===== config.mk =====
export PLATFORM = sky130hd
export DESIGN_NAME = dcp_mode_decide
export DESIGN_NICKNAME = d
export VERILOG_FILES = /design/src/rtl/dcp_mode_decide.sv
export SDC_FILE = /design/constraint.sdc
export NUM_CORES = 1
export LEC_CHECK = 0
export ABC_AREA = 0
export BUFFER_PORTS_ARGS = -buffer_cell sky130_fd_sc_hd__buf_2
export CAP_MARGIN = 20
export CORE_ASPECT_RATIO = 2
export CORE_MARGIN = 2
export CORE_UTILIZATION = 50
export CTS_CLUSTER_SIZE = 12
export DETAILED_ROUTE_END_ITERATION = 8
export HOLD_SLACK_MARGIN = 0.1
export MAX_ROUTING_LAYER = met4
export PLACE_DENSITY = 0.68
export SYNTH_ARGS = -nofsm -noshare
export SYNTH_HDL_FRONTEND = slang
export SYNTH_SLANG_ARGS = --single-unit
export TNS_END_PERCENT = 100

===== constraint.sdc =====
create_clock -name clk -period 3.9 [get_ports clk]
set_input_delay 0.195 -clock clk [delete_from_list [all_inputs] [get_ports clk]]
set_output_delay 0.195 -clock clk [all_outputs]
set_load 0.005 [all_outputs]

===== src/rtl/dcp_mode_decide.sv =====
// ---------------------------------------------------------------------------
// dcp_mode_decide
//
// DC/planar override stage of the H.265 intra pre-decision path.
// Per-sample gradient energy |gx|+|gy| is accumulated over 8x8 blocks
// (level 0) and folded up a Z-order quad-tree (level k covers (8<<k)^2
// pixels). When the angular search reports its best mode/cost for a level
// that holds a pending energy, the final mode is decided:
//   energy below the level threshold            -> DC (1)
//   cost above PLAN_MUL * energy                -> planar (0)
//   otherwise                                   -> the angular mode
//
// Optional feature: define DCP_STATS_EN to add saturating decision-class
// counters (cnt_dc, cnt_plan, cnt_ang).
//
// Ports
//   clk, rstn          clock, asynchronous active-low reset
//   clear              synchronous clear of all state (highest priority)
//   g_valid/gx/gy      gradient sample stream (signed GW-bit gradients)
//   g_last             marks the 64th sample of a block (ignored w/o g_valid)
//   ang_valid/ang_lvl  angular result strobe and its tree level
//   ang_mode/ang_cost  best angular mode and its cost
//   ang_ready          bit k: level k holds a pending energy
//   dec_valid/dec_lvl/dec_mode  one-cycle registered decision
//   err_ovf            sticky: pending energy overwritten before use
//   err_orph           sticky: angular result with nothing pending
//
// Handshake: g_valid and ang_valid are plain qualifiers with no back-pressure;
// a sample or result is taken on every rising clock edge where its valid is
// high. ang_ready is advisory status only - a result sent while its bit is
// low is dropped and flagged through err_orph.
// ---------------------------------------------------------------------------
module dcp_mode_decide #(
  parameter int GW       = 11,
  parameter int NUM_LVL  = 3,
  parameter int ACC_W    = 18,
  parameter int COST_W   = 26,
  parameter int DC_TH    = 288,
  parameter int PLAN_MUL = 32
) (
  input  logic                 clk,
  input  logic                 rstn,
  input  logic                 clear,
  input  logic                 g_valid,
  input  logic signed [GW-1:0] gx,
  input  logic signed [GW-1:0] gy,
  input  logic                 g_last,
  input  logic                 ang_valid,
  input  logic [1:0]           ang_lvl,
  input  logic [5:0]           ang_mode,
  input  logic [COST_W-1:0]    ang_cost,
  output logic [NUM_LVL-1:0]   ang_ready,
  output logic                 dec_valid,
  output logic [1:0]           dec_lvl,
  output logic [5:0]           dec_mode,
  output logic                 err_ovf,
  output logic                 err_orph
`ifdef DCP_STATS_EN
  ,
  output logic [15:0]          cnt_dc,
  output logic [15:0]          cnt_plan,
  output logic [15:0]          cnt_ang
`endif
);

  // EW: one extra bit so |-2^(GW-1)| and the sum of two such values are exact.
  localparam int EW = GW + 1;
  // All levels share the widest (top-level) energy width.
  localparam int NW = ACC_W + 2 * (NUM_LVL - 1);
  localparam int ZW = (NUM_LVL > 1) ? 2 * (NUM_LVL - 1) : 2;
  localparam int DW = (NUM_LVL > 1) ? NUM_LVL - 1 : 1;

  // Stage A
  logic signed [EW-1:0] w_gx_s, w_gy_s;
  logic [EW-1:0]        w_ax, w_ay, w_e;
  logic                 r_e_vld, r_e_last;
  logic [EW-1:0]        r_e;

  // Tree state
  logic [NW-1:0]        r_acc [NUM_LVL];
  logic [NW-1:0]        r_nrg [NUM_LVL];
  logic [NUM_LVL-1:0]   r_pend;
  // Z-order index: field k-1 (bits 2k-1:2k-2) is the child position of the
  // next block entering level k. Each field advances when its level accepts
  // a child, so together they count level-0 blocks modulo 4^(NUM_LVL-1).
  logic [ZW-1:0]        r_zidx;
  // r_done[k]: level k completed on the previous edge; level k+1 folds it now.
  logic [DW-1:0]        r_done;

  logic [NW-1:0]        w_sum [NUM_LVL];
  logic [NUM_LVL-1:0]   w_cmp;
  logic [NUM_LVL-1:0]   w_clr;

  // Decision
  logic                 w_lvl_ok, w_pend_sel, w_hit;
  logic [NW-1:0]        w_sel;
  logic [63:0]          w_th, w_prod;
  logic                 w_is_dc, w_is_plan;
  logic [5:0]           w_mode;

  logic                 r_dec_valid;
  logic [1:0]           r_dec_lvl;
  logic [5:0]           r_dec_mode;
  logic                 r_err_ovf, r_err_orph;
`ifdef DCP_STATS_EN
  logic [15:0]          r_cnt_dc, r_cnt_plan, r_cnt_ang;
`endif

  // ---------------- stage A: absolute gradients ----------------
  always_comb begin
    w_gx_s = {gx[GW-1], gx};
    w_gy_s = {gy[GW-1], gy};
    w_ax   = w_gx_s[EW-1] ? EW'(-w_gx_s) : EW'(w_gx_s);
    w_ay   = w_gy_s[EW-1] ? EW'(-w_gy_s) : EW'(w_gy_s);
    w_e    = w_ax + w_ay;
  end

  // ---------------- tree sums and completions ----------------
  always_comb begin
    w_cmp = '0;
    for (int k = 0; k < NUM_LVL; k++) w_sum[k] = '0;
    w_sum[0] = r_acc[0] + NW'(r_e);
    w_cmp[0] = r_e_vld & r_e_last;
    for (int k = 1; k < NUM_LVL; k++) begin
      // First child loads, children 2..4 add; 4th child completes the level.
      w_sum[k] = ((r_zidx[2*k-1 -: 2] == 2'd0) ? '0 : r_acc[k]) + r_nrg[k-1];
      w_cmp[k] = r_done[k-1] & (r_zidx[2*k-1 -: 2] == 2'd3);
    end
  end

  // ---------------- decision ----------------
  always_comb begin
    w_sel      = '0;
    w_pend_sel = 1'b0;
    for (int k = 0; k < NUM_LVL; k++) begin
      if (ang_lvl == 2'(k)) begin
        w_sel      = r_nrg[k];
        w_pend_sel = r_pend[k];
      end
    end
    w_lvl_ok = int'({30'd0, ang_lvl}) < NUM_LVL;
    w_hit    = ang_valid & w_lvl_ok & w_pend_sel;
    w_clr    = '0;
    for (int k = 0; k < NUM_LVL; k++) w_clr[k] = w_hit & (ang_lvl == 2'(k));
    // Threshold and planar product are evaluated at 64 bits so neither wraps.
    w_th      = 64'(DC_TH) << {ang_lvl, 1'b0};
    w_prod    = 64'(PLAN_MUL) * 64'(w_sel);
    w_is_dc   = 64'(w_sel) < w_th;
    w_is_plan = 64'(ang_cost) > w_prod;
    if (w_is_dc)        w_mode = 6'd1;
    else if (w_is_plan) w_mode = 6'd0;
    else                w_mode = ang_mode;
  end

  // ---------------- state ----------------
  always_ff @(posedge clk or negedge rstn) begin
    if (!rstn) begin
      r_e_vld  <= 1'b0;
      r_e_last <= 1'b0;
      r_e      <= '0;
      for (int k = 0; k < NUM_LVL; k++) begin
        r_acc[k] <= '0;
        r_nrg[k] <= '0;
      end
      r_pend      <= '0;
      r_zidx      <= '0;
      r_done      <= '0;
      r_dec_valid <= 1'b0;
      r_dec_lvl   <= '0;
      r_dec_mode  <= '0;
      r_err_ovf   <= 1'b0;
      r_err_orph  <= 1'b0;
`ifdef DCP_STATS_EN
      r_cnt_dc    <= '0;
      r_cnt_plan  <= '0;
      r_cnt_ang   <= '0;
`endif
    end else if (clear) begin
      r_e_vld  <= 1'b0;
      r_e_last <= 1'b0;
      r_e      <= '0;
      for (int k = 0; k < NUM_LVL; k++) begin
        r_acc[k] <= '0;
        r_nrg[k] <= '0;
      end
      r_pend      <= '0;
      r_zidx      <= '0;
      r_done      <= '0;
      r_dec_valid <= 1'b0;
      r_dec_lvl   <= '0;
      r_dec_mode  <= '0;
      r_err_ovf   <= 1'b0;
      r_err_orph  <= 1'b0;
`ifdef DCP_STATS_EN
      r_cnt_dc    <= '0;
      r_cnt_plan  <= '0;
      r_cnt_ang   <= '0;
`endif
    end else begin
      // stage A
      r_e_vld  <= g_valid;
      r_e_last <= g_valid & g_last;
      if (g_valid) r_e <= w_e;

      // level 0
      if (r_e_vld) r_acc[0] <= w_cmp[0] ? '0 : w_sum[0];
      if (w_cmp[0]) r_nrg[0] <= w_sum[0];

      // levels 1.. fold the child completed on the previous edge
      for (int k = 1; k < NUM_LVL; k++) begin
        if (r_done[k-1]) begin
          r_zidx[2*k-1 -: 2] <= r_zidx[2*k-1 -: 2] + 2'd1;
          r_acc[k]           <= w_cmp[k] ? '0 : w_sum[k];
          if (w_cmp[k]) r_nrg[k] <= w_sum[k];
        end
      end
      for (int k = 0; k < NUM_LVL - 1; k++) r_done[k] <= w_cmp[k];

      // A consume in the same cycle as a completion reads the old energy
      // and frees the slot, so the new value is not an overwrite.
      for (int k = 0; k < NUM_LVL; k++) begin
        r_pend[k] <= w_cmp[k] | (r_pend[k] & ~w_clr[k]);
        if (w_cmp[k] & r_pend[k] & ~w_clr[k]) r_err_ovf <= 1'b1;
      end

      r_dec_valid <= w_hit;
      if (w_hit) begin
        r_dec_lvl  <= ang_lvl;
        r_dec_mode <= w_mode;
      end
      if (ang_valid & ~w_hit) r_err_orph <= 1'b1;

`ifdef DCP_STATS_EN
      if (w_hit) begin
        if (w_is_dc) begin
          if (r_cnt_dc != 16'hFFFF) r_cnt_dc <= r_cnt_dc + 16'd1;
        end else if (w_is_plan) begin
          if (r_cnt_plan != 16'hFFFF) r_cnt_plan <= r_cnt_plan + 16'd1;
        end else begin
          if (r_cnt_ang != 16'hFFFF) r_cnt_ang <= r_cnt_ang + 16'd1;
        end
      end
`endif
    end
  end

  assign ang_ready = r_pend;
  assign dec_valid = r_dec_valid;
  assign dec_lvl   = r_dec_lvl;
  assign dec_mode  = r_dec_mode;
  assign err_ovf   = r_err_ovf;
  assign err_orph  = r_err_orph;
`ifdef DCP_STATS_EN
  assign cnt_dc    = r_cnt_dc;
  assign cnt_plan  = r_cnt_plan;
  assign cnt_ang   = r_cnt_ang;
`endif

endmodule


Yosys cells after proc, flatten, opt, wreduce, memory -nomap -nowiden

Cells that the tools add are included.

Multipliers: 0
Add/sub/neg operators: 8
Multiplexer cells: 45
Shift-type cells: 1
Equal/unequal tests: 4
Bitwise logic cells: 26
Reductions and logical operators: 15
Divide/modulo/power cells: 0
Magnitude comparators: 3

Operators by type and width:

| operator                                                            | count |
|---|---|
| 22-bit 2-to-1 mux                                                   | 16 |
| 66-bit 2-to-1 mux                                                   | 2 |
| 22-bit by 64-bit < comparator with 1-bit output                     | 1 |
| 9-bit by 3-bit left shift with 64-bit output (first input constant) | 1 |
| 12-bit 2-to-1 mux                                                   | 4 |
| 22-bit adder                                                        | 2 |
| 26-bit by 27-bit > comparator with 1-bit output                     | 1 |
| 6-bit 2-to-1 mux                                                    | 4 |
| 11-bit negator with 12-bit output                                   | 2 |
| 22-bit by 12-bit adder with 22-bit output                           | 1 |
| 1-bit AND                                                           | 19 |
| 2-bit nonzero test                                                  | 9 |
| 12-bit adder                                                        | 1 |
| 1-bit 2-to-1 mux                                                    | 12 |
| 2-bit 2-to-1 mux                                                    | 5 |
| 2-bit equality test (second input constant)                         | 3 |
| 2-bit zero test                                                     | 3 |
| 2-bit by 1-bit adder with 2-bit output (second input constant)      | 2 |
| 4-bit 2-to-1 mux                                                    | 1 |
| 1-bit NOT                                                           | 4 |
| 2-bit AND reduction                                                 | 2 |
| 4-bit nonzero test                                                  | 1 |
| 3-bit 2-to-1 mux                                                    | 1 |
| 1-bit bitwise OR                                                    | 3 |
| 2 further kinds                                                     | 2 |

ROM bits: 0
Memory bits (writable): 0
Output and inout port bits: 14
Memories: 0
Flip-flop bits (word level): 166
Bits in latches: 0
Word-level logic and storage cells: 120

Logic depth before layout (Yosys ltp)

Depth in word-level cells: 12
Depth in mapped cells: 16
Mapped depth without buffers: 13

Worst setup path before layout

Ideal clock, no wire load.

Path type: reg2reg
Start: register r_zidx[2]
End: register r_nrg[21] (netlist bit)
Slack: 850 ps
Period minus slack after synthesis: 3,050 ps
Data arrival time: 2,917 ps
Stages on the path, launching flop included: 14
Cells stage by stage: dfrtp_1 inv_1 ha_1 clkbuf_1 nor2b_1 ha_1 buf_6 a21o_1 a31o_1 a221oi_2 nor2_1 or4_4 nor4_1 nor4_2

Word-level cells in the longest chain between the ends: 6

Ends and longest elaborated chain:

| element                          | line | source |
|---|---|---|
| start: declaration               | 86   | `logic [ZW-1:0] r_zidx;` |
| start signal: indexed assignment | 212  | `r_zidx[2*k-1 -: 2] <= r_zidx[2*k-1 -: 2] + 2'd1;` |
| 2-bit zero test                  | 126  | `w_sum[k] = ((r_zidx[2*k-1 -: 2] == 2'd0) ? '0 : r_acc[k]) + r_nrg[k-1];` |
| 22-bit 2-to-1 mux                | 126  |  |
| 22-bit adder                     | 126  |  |
| 22-bit 2-to-1 mux                | 214  | `if (w_cmp[k]) r_nrg[k] <= w_sum[k];` |
| 22-bit 2-to-1 mux                | 211  | `if (r_done[k-1]) begin` |
| 66-bit 2-to-1 mux                | 178  | `end else if (clear) begin` |
| end signal: indexed assignment   | 214  |  |
| end: declaration                 | 81   | `logic [NW-1:0] r_nrg [NUM_LVL];` |

Parallel ways exist; a longest one is shown, timed or not. The select of a mux whose other input is x is not followed.
A chain may end at the register's enable or synchronous reset.

Worst setup path after layout

Same ends and word-level chain as after synthesis.

==> flow_summary.toml <==
[sta]
setup_viol = 0
worst_slew_pin_slew_ns = 1.03
finalCritPeriodShare = 0.920
finalHoldViolations = 0
skew_ns = 0.00906
maxSlewViolCount = 0
slew_headroom = 0.314
clock.fmax_mhz = 279
setup_tns_ns = 0
hold_ws_ns = 0.132
rsz0062_at_grt = "false"
layout_min_cycle_time_ns = 3.59

[synth]
synth_edf_count = 0
syn-num-nets = 1445
synthArstFlopShare = 1.00
syn_area_sq_um = 11700
synth_commonest_cells = "166 x dfrtp_1, 119 x nand2_1, 98 x ha_1"
yosysTopAreaCell = "dfrtp_1"
netlist_top_cells_area = "dfrtp_1 36%, ha_1 11%, a22o_1 5.0%, xnor2_1 4.8%, nand2_1 3.8%"
ys_types = 76
yosysMostFrequentCell = "dfrtp_1"
synth.yosys.seq_area_share = 0.356
yosysWarningCount = 0
synth_top_area_frac = 0.356
synthCells = 1281
ys_ff_latch = 166
synth-main-ff-cell = "dfrtp_1"
synth.avg_cell_area_sq_um = 9.10

[placed_design]
place_area_sq_um = 12300
portBuffers = 75
dpl.hpwl_um = 25000
gp_congestion = 0.952

[clock_tree]
cts_buffers = 17
cts_resized = 0
cts_tree = "yes"
cts.sinks = 166
clkLatencyLatePin_ns = 0.45
cts_setup_buffers = 0
clockBufferDepth = 2
htree_levels = 4
clk_pin_slew_ns = 0.07
cts_root_buf = "clkbuf_16"

[critical_path]
crit_arrival_ns = 3.91
crit_path_end_kind = "flip-flop"
worstSetupPathType = "reg -> reg"
worst-endpoint-required_ns = 4.22
crit_path_max_fanout = 16
critPathLaunchType = "flip-flop"

[cells_and_area]
drive_above_1_share = 0.115
nFillCells = 2083
antennaDiodeCount = 0
area_growth_pct = 11.3
design_area_sq_um = 13000
layout.nets = 1499
seq_area_sq_um = 4150
multi_input_area_sq_um = 7070

[drt]
routed_wl_um = 31900
via_count = 9830
first_iter_violations = 619
met3RoutedLength_um = 752
drc_errors = 0
vias_per_cell = 6.03
dr.max_layer_used = "met4"
ant_nets = 0
first_pass_iters = 7
wl_per_cell_um = 19.6
wl_met1_um = 11600
dr_wl_met2_um = 18000

[global_routing]
grt_max_degree = 108
grt_first_pass_wirelength_um = 51600
antenna_found_initial = 0
grt-ovfl-total = 0
grt_pass1_vias = 10200
grt_use_total = 0.274

[run]
maxCapViolations = 0

[power_and_ir_drop]
power_density_nw_per_um2 = 313
max-vdd-ir-drop_mv = 0.290
leakagePower_nw = 6.08

[floorplanning]
fp.dieArea_sq_um = 24600
die_h_um = 220
placementRows = 79
start_util = 0.504
die_x_um = 112
core_sq_um = 23100
ios = 76

[min_path]
worstHoldPathType = "in -> reg"

[outcome]
outcome = "completed"
-- area by class of cell --
cell class / instances / share of cell area
flip-flops and latches: 166 / 0.320
repair buffers: 102 / 0.0475
inverters: 45 / 0.0130
clock inverters: 9 / 0.00945
well taps: 283 / 0.0273
clock buffers: 23 / 0.0376
multi-input cells: 1003 / 0.545
-- critical path, stage by stage, from the launching register on --
cell and delay [ns]:
dfrtp_1 0.41, inv_1 0.07, ha_1 0.55, nand2b_1 0.24, inv_1 0.06, ha_1 0.28
a211oi_1 0.43, o21ai_0 0.25, nand4_1 0.27, o22ai_1 0.11, or4_4 0.45, nor4_1 0.27
nor4_2 0.08
-- stage by stage --
step / power, W / cells / utilization / worst slack (ns)
floorplan: 0.00213 / 1281 / - / 0.850
finish: 0.00406 / 1631 / 0.561 / 0.311
global route: 0.00421 / 1631 / 0.561 / 0.0687
CTS: 0.00410 / 1631 / 0.561 / 0.324
detailed placement: 0.00231 / 1591 / 0.531 / 0.262
global placement: 0.00230 / 1591 / 0.531 / 0.337
-- power by group --
part	total (W)	switching [W]	leakage, nW	internal [W]
Sequential	0.00177	0.0000208	2.31	0.00175
Combinational	0.000513	0.000308	3.47	0.000205
Clock	0.00178	0.000711	0.303	0.00107
-- repair_timing --
action	CTS	global route
hold endpoints to repair	112	0
endpoints found under the setup margin	0	0
hold buffers	8	0
-- worst paths after layout --
check                              end   startpoint  slack [ns]  cells after the start
max in group asynchronous    dec_valid         rstn        2.58                      3
setup / recovery             r_nrg[21]    r_zidx[2]        0.31                     12
setup reg to reg             r_nrg[21]    r_zidx[2]        0.31                     12
hold reg to reg              r_acc[16]    r_acc[16]        0.48                      2
min in group asynchronous    r_acc[45]         rstn        0.44                      2
hold / removal             dec_mode[0]  ang_mode[0]        0.13                      3
-- cell usage in the layout, fill, tap and decap left out, types with 10 or more instances in the layout --
cell	count
nor2_1	81
nand2b_1	11
clkbuf_16	17
a22o_1	67
nand3_1	17
buf_2	74
o31ai_1	10
or3_1	10
xor2_1	15
a211oi_1	19
mux2i_1	28
dfrtp_1	166
xnor2_1	64
ha_1	98
a21oi_1	79
nor2b_1	55
nand2_1	119
inv_1	43
buf_4	18
nor3_1	18
o21a_1	18
o211ai_1	10
nand3b_1	14
a21o_1	29
nand4_1	12
o41ai_1	11
o21ai_0	49
o21ai_1	40
-- cell families (layout without fill, tap and decap cells) --
| logic type | count (synthesis) | count (layout) | synth area share |
|---|---|---|---|
| mux | 34 | 34 | 0.0301 |
| fa+ha+maj | 102 | 102 | 0.112 |
| xor+xnor | 79 | 79 | 0.0593 |
| compound gates | 395 | 395 | 0.232 |
| flops | 166 | 166 | 0.356 |
| simple gates | 393 | 393 | 0.172 |
| buf+inv | 112 | 179 | 0.0388 |
-- flip-flops by register name, indices dropped and copies added (netlist names) --
register,count
r_acc,66
r_nrg,66
r_e,12
dec_mode,6
r_zidx,4
ang_ready,3
dec_lvl,2
r_done,2
dec_valid,1
err_orph,1
err_ovf,1
r_e_last,1
r_e_vld,1
-- per-layer routing --
layer | GRT usage | up-vias
met5 | - | -
met2 | 0.530 | 208
met1 | 0.265 | 4763
met4 | 0.141 | 0
li1 | - | 4777
met3 | 0.0305 | 82
Note: power is estimated with default switching activity, not from simulation.
